$ cat config.mk
export PLATFORM = sky130hd
export DESIGN_NAME = prim_clock_mux_ctrl
export DESIGN_NICKNAME = d
export VERILOG_FILES = /design/src/rtl/prim_clock_mux_ctrl.sv
export SDC_FILE = /design/constraint.sdc
export NUM_CORES = 1
export LEC_CHECK = 0
export BUFFER_PORTS_ARGS = -buffer_cell sky130_fd_sc_hd__buf_2
export CAP_MARGIN = 10
export CORE_UTILIZATION = 41
export CTS_BUF_LIST = sky130_fd_sc_hd__clkbuf_8 sky130_fd_sc_hd__clkbuf_16
export DETAILED_ROUTE_END_ITERATION = 7
export GPL_TIMING_DRIVEN = 0
export HOLD_SLACK_MARGIN = 0.08
export MAX_ROUTING_LAYER = met4
export PLACE_DENSITY = 0.65
export SYNTH_ARGS = -nofsm -noshare
export SYNTH_HDL_FRONTEND = slang
export SYNTH_SLANG_ARGS = --single-unit
$ cat constraint.sdc
create_clock -name clk_i -period 2.6 [get_ports clk_i]
set_input_delay 0.26 -clock clk_i [delete_from_list [all_inputs] [get_ports clk_i]]
set_output_delay 0.26 -clock clk_i [all_outputs]
set_load 0.01 [all_outputs]
$ cat src/rtl/prim_clock_mux_ctrl.sv
// prim_clock_mux_ctrl
// Break-before-make controller for an N-input glitch-free clock mux. It runs
// in an always-on domain and drives one-hot enables to NumClk clock gates whose
// gated outputs are OR-combined downstream. Every source switch is sequenced as
// all enables off -> quiet gap -> new enable on -> settle -> ack, so two enables
// are never high in the same cycle.
//
// Handshake: a request is a single-cycle sample of req_i (with sel_i) taken only
// while the FSM is IDLE (busy_o low and no ack pending). Every accepted request
// gets exactly one ack_o pulse; err_o pulses with it when sel_i is out of range.
// req_i/sel_i are don't-care whenever they are not sampled.
//
// Ports:
//   clk_i      in   1       always-on control clock
//   rst_i      in   1       synchronous, active-high reset
//   req_i      in   1       switch request, sampled only in IDLE
//   sel_i      in   SelW    requested source, captured with req_i
//   ack_o      out  1       one-cycle pulse: request complete
//   err_o      out  1       one-cycle pulse with ack_o: select out of range
//   busy_o     out  1       switch in progress
//   en_o       out  NumClk  one-hot or all-zero clock-gate enables
//   cur_sel_o  out  SelW    currently enabled source
//   state_o    out  2       FSM state (0 IDLE, 1 DRAIN, 2 SETTLE, 3 DONE)
module prim_clock_mux_ctrl #(
    parameter int NumClk    = 4,
    parameter int SelW      = $clog2(NumClk),
    parameter int ResetSel  = 0,
    parameter int OffCycles = 2,
    parameter int OnCycles  = 2
) (
    input  logic              clk_i,
    input  logic              rst_i,
    input  logic              req_i,
    input  logic [SelW-1:0]   sel_i,
    output logic              ack_o,
    output logic              err_o,
    output logic              busy_o,
    output logic [NumClk-1:0] en_o,
    output logic [SelW-1:0]   cur_sel_o,
    output logic [1:0]        state_o
);

    typedef enum logic [1:0] {
        IDLE   = 2'd0,
        DRAIN  = 2'd1,
        SETTLE = 2'd2,
        DONE   = 2'd3
    } state_t;

    localparam logic [NumClk-1:0] OneEn    = {{(NumClk-1){1'b0}}, 1'b1};
    localparam logic [NumClk-1:0] ResetEn  = OneEn << ResetSel;
    localparam logic [SelW-1:0]   ResetIdx = SelW'(ResetSel);
    localparam logic [SelW:0]     NumClkW  = (SelW+1)'(NumClk);
    // Counter holds "remaining cycles minus one" so the phase ends on the
    // edge after it reads zero. SETTLE always lasts at least one cycle.
    localparam logic [7:0]        OffLoad  = 8'(OffCycles - 1);
    localparam logic [7:0]        OnLoad   = 8'((OnCycles == 0) ? 0 : OnCycles - 1);

    state_t          state;
    logic [7:0]      cnt;
    logic [SelW-1:0] tgt;

    assign state_o = state;

    always_ff @(posedge clk_i) begin
        if (rst_i) begin
            state     <= IDLE;
            cnt       <= 8'd0;
            tgt       <= ResetIdx;
            en_o      <= ResetEn;
            cur_sel_o <= ResetIdx;
            ack_o     <= 1'b0;
            err_o     <= 1'b0;
            busy_o    <= 1'b0;
        end else begin
            // ack/err are single-cycle pulses unless re-asserted below.
            ack_o <= 1'b0;
            err_o <= 1'b0;
            case (state)
                IDLE: begin
                    if (req_i) begin
                        tgt <= sel_i;
                        if ({1'b0, sel_i} >= NumClkW) begin
                            ack_o <= 1'b1;
                            err_o <= 1'b1;
                        end else if (sel_i == cur_sel_o) begin
                            ack_o <= 1'b1;
                        end else begin
                            en_o   <= '0;
                            busy_o <= 1'b1;
                            cnt    <= OffLoad;
                            state  <= DRAIN;
                        end
                    end
                end
                DRAIN: begin
                    if (cnt == 8'd0) begin
                        en_o      <= OneEn << tgt;
                        cur_sel_o <= tgt;
                        cnt       <= OnLoad;
                        state     <= SETTLE;
                    end else begin
                        cnt <= cnt - 8'd1;
                    end
                end
                SETTLE: begin
                    if (cnt == 8'd0) begin
                        // busy drops in the same cycle the ack is shown.
                        ack_o  <= 1'b1;
                        busy_o <= 1'b0;
                        state  <= DONE;
                    end else begin
                        cnt <= cnt - 8'd1;
                    end
                end
                DONE: begin
                    // A request in this cycle is deliberately not accepted.
                    state <= IDLE;
                end
                default: state <= IDLE;
            endcase
        end
    end

endmodule

==> results.ini <==
[yosys]
synthFlopType=dfxtp_1
postSynthCellCount=127
netlist_area_um2=1080
avgSynthCellArea_um2=8.53
synth_seq_area_share_pct=37.0
ys_types=41
ys_warn_count=0
synth_top_area_share_pct=37.0
syn_nets=138
yosys.area.top_type=dfxtp_1
ys_ff_latch=20
synth_common_cells=dfxtp_1, nor2_1, a21oi_1, inv_1, nand2_1
ys_top_cells_by_area=dfxtp_1, ha_1, nor2_1, a21oi_1, mux2i_1
synth_edf_count=0
synthArstFlopShare_pct=0
yosysMostFrequentCell=dfxtp_1

[min_path]
min_path_cells=2
hp-class=in -> reg
worstHoldStart=rst_i
hold-path-endpoint=en_o[0]$_SDFFE_PP1P_

[setup_path]
critPathLaunchType=flip-flop
r2r_start=cnt[2]$_SDFFE_PP0P_
critical_path_peak_fanout=8
r2r_cells=5
r2r_end=en_o[0]$_SDFFE_PP1P_
worstSetupEndpointType=flip-flop
cp.arrival_ns=2.35
r2r_setup_slack_ns=0.38
startpoint=cnt[2]$_SDFFE_PP0P_
path_class=reg -> reg
critPathRequiredTime_ns=2.73

[cells_and_area]
instances_no_fill=175
fin_util_pct=50.3
synthToLayoutAreaGrowth_pct=15.0
n_antenna_cell=0
fin_nets=157
drive_gt1_share_pct=15.9

[timing]
holdWs_ns=0.238
tightestPinTransition_ns=0.648
fin_skew_ns=0.00467
fmax_mhz=451
finalHoldViolations=0
rsz0062_at_grt=no
final-max-slew-violation-count=0
final-setup-viol-count=0
slew_headroom_pct=56.4
min_period_ns=2.22
min_period_over_period_pct=85.2
fin_tns_setup_ns=0

[place]
io_buffers=14
hpwl_mm=1.80
dp.cells=171
routabilityCongestion=0.909

[die]
ios=16
die_x_um=53.4
start_util_pct=43.7
fp-row-count=18
dieHeight_um=53.4
die_area_um2=2850
fp.coreArea_um2=2480

[global_route]
grt_usage_pct=20.5
grt_first_pass_wirelength_mm=4.15
grt_max_degree=12
grt_pass1_vias=865
grt-ovfl-total=0
antenna_found_initial=0

[detailed_routing]
wl_met2_mm=1.10
dr.first_iter.drc_count=33
drt-total-wl_mm=2.48
wl_met3_um=102
drc=0
ant_nets=0
wl_met1_mm=1.25
via_per_inst=5.71
dr.pass1.iters=4
top_layer_used=met4
post_drt_wl_per_cell_um=14.2
via_count=999

[clocking]
cts_hold_buf=0
post-cts-setup-buffers=0
path_clk_slew_ns=0.08
clock_sinks=20
h-tree-depth=1
cts_root_buffer=clkbuf_8
cts_inserted_buffers=3
cts_resized=0
cts_tree=yes
max-clock-path-buffers=2
clk_latency_ns=0.25

[power]
ir_worst_vdd_mv=0.626
total_power_uw=1320
p_leak_uw=0.000519
powerDensity_nw_per_um2=1060

[job]
drv_cap=0

[run_status]
status=completed

flip-flops by register name (all words and copies together), names as in the netlist:
name and flops:
en_o 4, tgt 2, state_o 2, cnt 8
busy_o 1, ack_o 1, cur_sel_o 2
area by class of cell:
cell class	count	area, um2
well taps	30	37.5
inverters	7	26.3
plain buffers	5	22.5
clock buffers	4	55.1
repair buffers	14	70.1
multi-input cells	95	634
flip-flops and latches	20	400
fillers	263	1230
worst max-delay path by stage:
stage | end | slack, ns | depth (start not counted)
2_1_floorplan | en_o[0]$_SDFFE_PP1P_ | 0.54 | 5
3_3_place_gp | state_o[1]$_SDFFE_PP0P_ | 0.43 | 5
3_5_place_dp | cnt[5]$_SDFFE_PP0P_ | 0.41 | 7
4_1_cts | en_o[0]$_SDFFE_PP1P_ | 0.39 | 5
5_1_grt | cnt[5]$_SDFFE_PP0P_ | 0.22 | 7
6_report | en_o[0]$_SDFFE_PP1P_ | 0.38 | 5
report_power, final:
part	switching [uW]	total, uW	internal, uW
Clock	101	236	135
Combinational	392	667	275
Sequential	54.0	414	360
Total	547	1320	770
critical path, stage by stage (launching register included):
cell	delay [ns]
dfxtp_1	0.36
or4_4	0.57
or4_4	0.55
a22oi_4	0.24
nor2b_1	0.07
or3_1	0.31
metal layers:
metal | vias to the layer above | GRT usage, %
met5 | - | -
met4 | 0 | 5.26
met3 | 4 | 3.74
met2 | 26 | 29.4
met1 | 470 | 29.3
li1 | 499 | -
metrics by stage:
stage,instance area [um2],worst slack [ns]
after floorplan,1080,0.540
after global placement,1190,0.426
after detailed placement,1190,0.408
after CTS,1250,0.394
after global routing,1250,0.218
final,1250,0.385
cell usage in the layout, fill, tap and decap left out, types with 2 or more instances in the layout:
master,instances
a211oi_1,2
nand3_1,2
inv_1,7
xor2_1,2
clkbuf_8,4
nor3_1,4
nor2b_1,2
or4_4,2
clkbuf_1,3
ha_1,6
a21oi_1,11
a2111oi_0,2
mux2i_1,3
dfxtp_1,20
o32ai_1,2
nand4b_1,2
o21ai_0,6
a31oi_1,2
nand2_1,7
nand4_1,3
nand2b_1,4
buf_2,14
nor2_1,15
logic make-up after synthesis:
kind of cell	synth area share (%)
flops	37.0
compound gates	22.1
simple gates	24.8
mux	2.77
other cells	0.346
fa+ha+maj	6.93
buf+inv	4.50
xor+xnor	1.62
(Power assumes the default switching activity.)
